===== src/rtl/noc_inject_ni_pkg.sv =====
// Shared types and field layout for the NoC injection interface.
// Flit layout: payload, type, source and destination fields.
package noc_pkg;

   typedef enum logic [1:0] {
      FT_BODY   = 2'b00,
      FT_HEAD   = 2'b01,
      FT_TAIL   = 2'b10,
      FT_SINGLE = 2'b11
   } flit_type_e;

   typedef enum logic [1:0] {
      ST_IDLE = 2'b00,
      ST_SEND = 2'b01,
      ST_DROP = 2'b10
   } state_e;

   localparam int PAY_LSB  = 32;
   localparam int PAY_W    = 32;
   localparam int TYPE_LSB = 24;
   localparam int TYPE_W   = 2;
   localparam int SRC_LSB  = 16;
   localparam int SRC_W    = 8;
   localparam int DST_LSB  = 0;
   localparam int DST_W    = 16;

endpackage


===== src/rtl/noc_inject_ni_if.sv =====
// Descriptor, payload and flit handshakes of the injection NI.
// master is the NI side; slave is the source/router side.
interface noc_inject_ni_if #(
   parameter int FLIT_W = 64
);
   logic              cmd_valid;
   logic              cmd_ready;
   logic [7:0]        cmd_dst_r;
   logic [7:0]        cmd_dst_c;
   logic [3:0]        cmd_len;
   logic              data_valid;
   logic              data_ready;
   logic [31:0]       data_word;
   logic [FLIT_W-1:0] flit_out;
   logic              valid_out;
   logic              ready_in;

   modport master (
      input  cmd_valid, cmd_dst_r, cmd_dst_c, cmd_len,
      output cmd_ready,
      input  data_valid, data_word,
      output data_ready,
      output flit_out, valid_out,
      input  ready_in
   );

   modport slave (
      output cmd_valid, cmd_dst_r, cmd_dst_c, cmd_len,
      input  cmd_ready,
      output data_valid, data_word,
      input  data_ready,
      input  flit_out, valid_out,
      output ready_in
   );
endinterface


===== src/rtl/noc_inject_ni_flit_pack.sv =====
// Combinational flit assembly; bits 31:26 and above 63 stay zero
// so the router never sees multicast flags.
module noc_flit_pack
   import noc_pkg::*;
#(
   parameter int FLIT_W = 64
) (
   input  logic [31:0]       payload,
   input  flit_type_e        ftype,
   input  logic [3:0]        src_r,
   input  logic [3:0]        src_c,
   input  logic [7:0]        dst_r,
   input  logic [7:0]        dst_c,
   output logic [FLIT_W-1:0] flit
);

   always_comb begin
      flit = '0;
      flit[PAY_LSB +: PAY_W]   = payload;
      flit[TYPE_LSB +: TYPE_W] = ftype;
      flit[SRC_LSB +: SRC_W]   = {src_r, src_c};
      flit[DST_LSB +: DST_W]   = {dst_r, dst_c};
   end

endmodule


===== src/rtl/noc_inject_ni.sv =====
// Packetising injection NI: one descriptor plus len payload words
// become HEAD/BODY/TAIL (or SINGLE) flits through one output register.
module noc_inject_ni
   import noc_pkg::*;
#(
   parameter int FLIT_W    = 64,
   parameter int ROWS      = 2,
   parameter int COLS      = 2,
   parameter int R         = 0,
   parameter int C         = 0,
   parameter int MAX_LEN   = 8,
   parameter int STALL_MAX = 1024
) (
   input  logic                  clk,
   input  logic                  rst_n,
   noc_inject_ni_if.master       bus,
   output logic                  busy_o,
   output logic [15:0]           pkt_cnt_o,
   output logic [7:0]            err_cnt_o,
   output logic                  stall_o
);

   localparam int SW = $clog2(STALL_MAX + 1);

   state_e            state_q, state_d;
   logic [7:0]        dst_r_q, dst_r_d;
   logic [7:0]        dst_c_q, dst_c_d;
   logic [3:0]        len_q, len_d;
   logic [3:0]        cnt_q, cnt_d;
   logic              valid_q, valid_d;
   logic [FLIT_W-1:0] flit_q, flit_d;
   logic [15:0]       pkt_q, pkt_d;
   logic [7:0]        err_q, err_d;
   logic [SW-1:0]     scnt_q, scnt_d;
   logic              stall_q, stall_d;

   logic              dh, out_hs, last, cmd_ok;
   flit_type_e        ftype;
   logic [FLIT_W-1:0] packed_flit;

   function automatic logic len_legal(logic [3:0] l);
      return (l != 4'd0) && (int'(l) <= MAX_LEN);
   endfunction

   assign cmd_ok = len_legal(bus.cmd_len)
                && (int'(bus.cmd_dst_r) < ROWS)
                && (int'(bus.cmd_dst_c) < COLS);

   assign bus.cmd_ready = (state_q == ST_IDLE);

   always_comb begin
      bus.data_ready = 1'b0;
      unique case (state_q)
         ST_SEND: bus.data_ready = !valid_q || bus.ready_in;
         ST_DROP: bus.data_ready = len_legal(len_q);
         default: bus.data_ready = 1'b0;
      endcase
   end

   assign dh     = bus.data_valid && bus.data_ready;
   assign out_hs = valid_q && bus.ready_in;
   assign last   = (cnt_q == len_q - 4'd1);

   always_comb begin
      if (len_q == 4'd1)      ftype = FT_SINGLE;
      else if (cnt_q == 4'd0) ftype = FT_HEAD;
      else if (last)          ftype = FT_TAIL;
      else                    ftype = FT_BODY;
   end

   noc_flit_pack #(.FLIT_W(FLIT_W)) u_pack (
      .payload (bus.data_word),
      .ftype   (ftype),
      .src_r   (4'(R)),
      .src_c   (4'(C)),
      .dst_r   (dst_r_q),
      .dst_c   (dst_c_q),
      .flit    (packed_flit)
   );

   always_comb begin
      state_d = state_q;
      dst_r_d = dst_r_q;
      dst_c_d = dst_c_q;
      len_d   = len_q;
      cnt_d   = cnt_q;
      valid_d = valid_q;
      flit_d  = flit_q;
      pkt_d   = pkt_q;
      err_d   = err_q;
      scnt_d  = '0;
      stall_d = stall_q;

      if (out_hs) valid_d = 1'b0;

      unique case (state_q)
         ST_IDLE: begin
            if (bus.cmd_valid) begin
               dst_r_d = bus.cmd_dst_r;
               dst_c_d = bus.cmd_dst_c;
               len_d   = bus.cmd_len;
               cnt_d   = 4'd0;
               if (cmd_ok) begin
                  state_d = ST_SEND;
               end else begin
                  state_d = ST_DROP;
                  if (err_q != 8'hFF) err_d = err_q + 8'd1;
               end
            end
         end
         ST_SEND: begin
            if (dh) begin
               cnt_d   = cnt_q + 4'd1;
               valid_d = 1'b1;
               flit_d  = packed_flit;
               if (last) state_d = ST_IDLE;
            end
         end
         ST_DROP: begin
            if (!len_legal(len_q)) begin
               state_d = ST_IDLE;
            end else if (dh) begin
               cnt_d = cnt_q + 4'd1;
               if (last) state_d = ST_IDLE;
            end
         end
         default: state_d = ST_IDLE;
      endcase

      // bit 25 of the type field is set only for TAIL and SINGLE
      if (out_hs && flit_q[TYPE_LSB+1] && pkt_q != 16'hFFFF)
         pkt_d = pkt_q + 16'd1;

      if (valid_q && !bus.ready_in)
         scnt_d = (scnt_q == SW'(STALL_MAX)) ? scnt_q : scnt_q + 1'b1;
      if (scnt_d == SW'(STALL_MAX)) stall_d = 1'b1;
   end

   always_ff @(posedge clk) begin
      if (!rst_n) begin
         state_q <= ST_IDLE;
         dst_r_q <= '0;
         dst_c_q <= '0;
         len_q   <= '0;
         cnt_q   <= '0;
         valid_q <= 1'b0;
         flit_q  <= '0;
         pkt_q   <= '0;
         err_q   <= '0;
         scnt_q  <= '0;
         stall_q <= 1'b0;
      end else begin
         state_q <= state_d;
         dst_r_q <= dst_r_d;
         dst_c_q <= dst_c_d;
         len_q   <= len_d;
         cnt_q   <= cnt_d;
         valid_q <= valid_d;
         flit_q  <= flit_d;
         pkt_q   <= pkt_d;
         err_q   <= err_d;
         scnt_q  <= scnt_d;
         stall_q <= stall_d;
      end
   end

   assign bus.flit_out  = flit_q;
   assign bus.valid_out = valid_q;
   assign busy_o        = (state_q != ST_IDLE);
   assign pkt_cnt_o     = pkt_q;
   assign err_cnt_o     = err_q;
   assign stall_o       = stall_q;

endmodule

===== src/flat_wrapper.sv =====
// flat-port wrapper written by rule: the top's interface ports become plain ports
module noc_inject_ni_flat import noc_pkg::*;
#(
   parameter int FLIT_W    = 64,
   parameter int ROWS      = 2,
   parameter int COLS      = 2,
   parameter int R         = 0,
   parameter int C         = 0,
   parameter int MAX_LEN   = 8,
   parameter int STALL_MAX = 1024
)
  (clk, rst_n, busy_o, pkt_cnt_o, err_cnt_o, stall_o, bus_cmd_valid, bus_cmd_dst_r, bus_cmd_dst_c, bus_cmd_len, bus_cmd_ready, bus_data_valid, bus_data_word, bus_data_ready, bus_flit_out, bus_valid_out, bus_ready_in);
  noc_inject_ni_if #(.FLIT_W(FLIT_W)) bus_i ();
  input  logic clk;
  input  logic rst_n;
  output logic busy_o;
  output logic [15:0] pkt_cnt_o;
  output logic [7:0] err_cnt_o;
  output logic stall_o;
  input wire logic [$bits(bus_i.cmd_valid)-1:0] bus_cmd_valid;
  input wire logic [$bits(bus_i.cmd_dst_r)-1:0] bus_cmd_dst_r;
  input wire logic [$bits(bus_i.cmd_dst_c)-1:0] bus_cmd_dst_c;
  input wire logic [$bits(bus_i.cmd_len)-1:0] bus_cmd_len;
  output wire logic [$bits(bus_i.cmd_ready)-1:0] bus_cmd_ready;
  input wire logic [$bits(bus_i.data_valid)-1:0] bus_data_valid;
  input wire logic [$bits(bus_i.data_word)-1:0] bus_data_word;
  output wire logic [$bits(bus_i.data_ready)-1:0] bus_data_ready;
  output wire logic [$bits(bus_i.flit_out)-1:0] bus_flit_out;
  output wire logic [$bits(bus_i.valid_out)-1:0] bus_valid_out;
  input wire logic [$bits(bus_i.ready_in)-1:0] bus_ready_in;
  assign bus_i.cmd_valid = bus_cmd_valid;
  assign bus_i.cmd_dst_r = bus_cmd_dst_r;
  assign bus_i.cmd_dst_c = bus_cmd_dst_c;
  assign bus_i.cmd_len = bus_cmd_len;
  assign bus_cmd_ready = bus_i.cmd_ready;
  assign bus_i.data_valid = bus_data_valid;
  assign bus_i.data_word = bus_data_word;
  assign bus_data_ready = bus_i.data_ready;
  assign bus_flit_out = bus_i.flit_out;
  assign bus_valid_out = bus_i.valid_out;
  assign bus_i.ready_in = bus_ready_in;
  noc_inject_ni #(.FLIT_W(FLIT_W), .ROWS(ROWS), .COLS(COLS), .R(R), .C(C), .MAX_LEN(MAX_LEN), .STALL_MAX(STALL_MAX)) u_core (.clk(clk), .rst_n(rst_n), .bus(bus_i), .busy_o(busy_o), .pkt_cnt_o(pkt_cnt_o), .err_cnt_o(err_cnt_o), .stall_o(stall_o));
endmodule

===== config.mk =====
export PLATFORM = sky130hd
export DESIGN_NAME = noc_inject_ni_flat
export DESIGN_NICKNAME = d
export VERILOG_FILES = /design/src/rtl/noc_inject_ni_pkg.sv /design/src/rtl/noc_inject_ni_if.sv /design/src/rtl/noc_inject_ni_flit_pack.sv /design/src/rtl/noc_inject_ni.sv /design/src/flat_wrapper.sv
export SDC_FILE = /design/constraint.sdc
export NUM_CORES = 1
export LEC_CHECK = 0
export ABC_AREA = 1
export CAP_MARGIN = 0
export CORE_MARGIN = 8
export CORE_UTILIZATION = 43
export CTS_CLUSTER_DIAMETER = 150
export DETAILED_ROUTE_END_ITERATION = 10
export MAX_ROUTING_LAYER = met4
export PLACE_DENSITY = 0.76
export REMOVE_ABC_BUFFERS = 1
export SETUP_SLACK_MARGIN = 0.5
export SLEW_MARGIN = 0
export SYNTH_ARGS = -nofsm -noshare
export SYNTH_HDL_FRONTEND = slang
export SYNTH_SLANG_ARGS = --single-unit

===== constraint.sdc =====
create_clock -name clk -period 1.7 [get_ports clk]
set_input_delay 0.34 -clock clk [delete_from_list [all_inputs] [get_ports clk]]
set_output_delay 0.34 -clock clk [all_outputs]
set_load 0.02 [all_outputs]

==> results.sh <==
export IMPL_outcome="complete, but fails checks"
export IMPL_violations="setup timing"
export IMPL_setup_viol=59
export IMPL_port_buffers=135
export IMPL_clock_root_buffer="clkbuf_16"
export IMPL_design_area_mm2=0.00992
export IMPL_core_area_mm2=0.0119
export IMPL_htreeDepth=4
export IMPL_drv_cap=0
export IMPL_synth_edf_count=0
export IMPL_grt_pass1_wl_um=29700
export IMPL_synth_cells=726
export IMPL_reg2reg_slack_ps=-410
export IMPL_grt_pass1_vias=6010
export IMPL_dp_hpwl_um=10400
export IMPL_netlist_area_mm2=0.00522
export IMPL_cts_buffers_inserted=17
export IMPL_nets=1064
export IMPL_drcViolationCount=0
export IMPL_final_hold_violation_count=0
export IMPL_synth_ff_type="dfxtp_1"
export IMPL_initialDrtViolationCount=886
export IMPL_totalWireLength_um=26900
export IMPL_gp_congestion=0.821
export IMPL_period_share_pct=124
export IMPL_start_util_pct=43.8
export IMPL_ys_seq_elements=113
export IMPL_die_h_um=126
export IMPL_place_area_mm2=0.00706
export IMPL_track_usage_pct=23.8
export IMPL_routed_via_density=5.95
export IMPL_critPathCaptureType="flop"
export IMPL_period_needed_ps=2110
export IMPL_grt_max_degree=62
export IMPL_area_growth_pct=90.1
export IMPL_clock_latency_ps=440
export IMPL_die_w_um=126
export IMPL_firstDrtPassIters=5
export IMPL_crit_arrival_ps=2420
export IMPL_holdCritPathClass="in2reg"
export IMPL_p_leak_nw=4.58
export IMPL_fp_row_count=40
export IMPL_grt_overflow_total=0
export IMPL_die_area_mm2=0.0159
export IMPL_dp_slack_ps=-479
export IMPL_num_antenna_cells=0
export IMPL_ir_drop_mv=0.808
export IMPL_p_per_area_mw_per_mm2=743
export IMPL_path_clk_slew_ps=60
export IMPL_yosys_warnings=0
export IMPL_ys_seq_area_share_pct=43.3
export IMPL_rsz0062_at_grt="true"
export IMPL_cts_tree="done"
export IMPL_avgSynthCellArea_um2=7.19
export IMPL_num_vias=6872
export IMPL_slew_viol_final=0
export IMPL_fin_worst_skew_ps=12.0
export IMPL_io_pins=150
export IMPL_whs_ps=202
export IMPL_antenna_found_initial=0
export IMPL_netlist_cell_type_count=34
export IMPL_critical_path_class="reg2reg"
export IMPL_fmax_mhz=473
export IMPL_cts_sinks=113
export IMPL_cp_max_fo=3
export IMPL_drive_gt1_share_pct=52.5
export IMPL_cts_path_max_buffers=2
export IMPL_final_common_cell="nor2_1"
export IMPL_final_cells=1154
export IMPL_detail_route_wl_per_cell_um=23.3
export IMPL_required_ps=2010
export IMPL_layout_common_cells="nor2_1 (135), buf_6 (119), buf_4 (80)"
export IMPL_critPathLaunchType="flop"
export IMPL_async_flop_share_pct=0
export IMPL_ant_nets=0
export IMPL_dp_cells=1036
export IMPL_fin_ws_ps=-413
export IMPL_power_mw=7.37
## Yosys cell counts, drive strengths merged, types with 6 or more instances
cell | number | area, µm²
nor3 | 13 | 76.3
a21oi | 37 | 208
clkbuf | 16 | 61.3
nand3 | 38 | 200
xnor2 | 6 | 52.6
buf | 28 | 190
nand2 | 121 | 467
nand4 | 12 | 75.1
xor2 | 16 | 140
o21ai | 80 | 400
inv | 59 | 221
ha | 13 | 163
nor2 | 163 | 624
dfxtp | 113 | 2260
## per-stage QoR
stage / util [%] / TNS (ps)
after global placement: 59.3 / -17330
after CTS: 73.6 / -3760
after global routing: 83.3 / -19180
after detailed placement: 59.3 / -17730
after floorplan: - / -27560
final: 83.3 / -13560
## report_power, final
part	leakage (nW)	switching (mW)	internal, mW
clock network	0.295	1.37	2.34
registers	0.965	0.0608	2.68
logic	3.32	0.492	0.431
## routing by layer
layer / global-route usage (%) / part of all wire, % / vias up
li1: - / - / 2851
met1: 24.9 / 34 / 3267
met2: 41.4 / 50 / 567
met3: 4.77 / 8.7 / 187
met4: 13.7 / 7.1 / 0
met5: - / 0 / -
## repair_timing
item | in CTS | in global routing
setup endpoints to repair | 190 | 190
hold buffers | 0 | 0
resized for setup | 721 | 213
cloned | 7 | 6
setup buffers | 27 | 46
pin swaps | 63 | 84
## area by class of cell
class / instances / area, µm²
repair buffers: 280 / 3090
well taps: 147 / 184
inverters: 59 / 260
flip-flops and latches: 113 / 2420
multi-input cells: 523 / 3370
clock buffers: 23 / 498
clock inverters: 9 / 104
fillers: 553 / 1990
## logic make-up (layout without fill, tap and decap cells)
group	after synthesis	in the layout	synth area share, %
and+or+nand+nor	354	354	28.6
AOI/OAI and AO/OA	120	120	12.1
DFF	113	113	43.3
buffers and inverters	103	371	9.06
xor gates and xnor gates	22	22	3.69
adders and majority gates	13	13	3.12
other	1	14	0.0719
## state kept, by name, indices dropped and copies added (netlist names)
name,cells
u_core.pkt_cnt_o,16
u_core.dst_r_q,8
u_core.bus.flit_out,50
u_core.err_cnt_o,8
u_core.state_q,2
u_core.bus.valid_out,1
u_core.stall_o,1
u_core.cnt_q,4
u_core.len_q,4
u_core.dst_c_q,8
u_core.scnt_q,11
## critical path: stages, from the launching register on
cell and delay (ps):
dfxtp_2 350, inv_2 60, buf_4 130, buf_4 140, ha_1 320, inv_1 60, nand2_1 70, nand2_1 60
nor2_2 120, nand3_2 150, o21bai_1 250, nand2_1 100, nand2_1 100, a21oi_1 70
## worst paths after layout
path / endpoint / from / depth (start not counted)
max: u_core.state_q[1] / u_core.len_q[0] / 13
min: u_core.dst_r_q[1] / bus_cmd_dst_r[1] / 3
max reg2reg: u_core.state_q[1] / u_core.len_q[0] / 13
min reg2reg: u_core.stall_o / u_core.stall_o / 2
No activity file was read; power rests on OpenSTA's default activity.
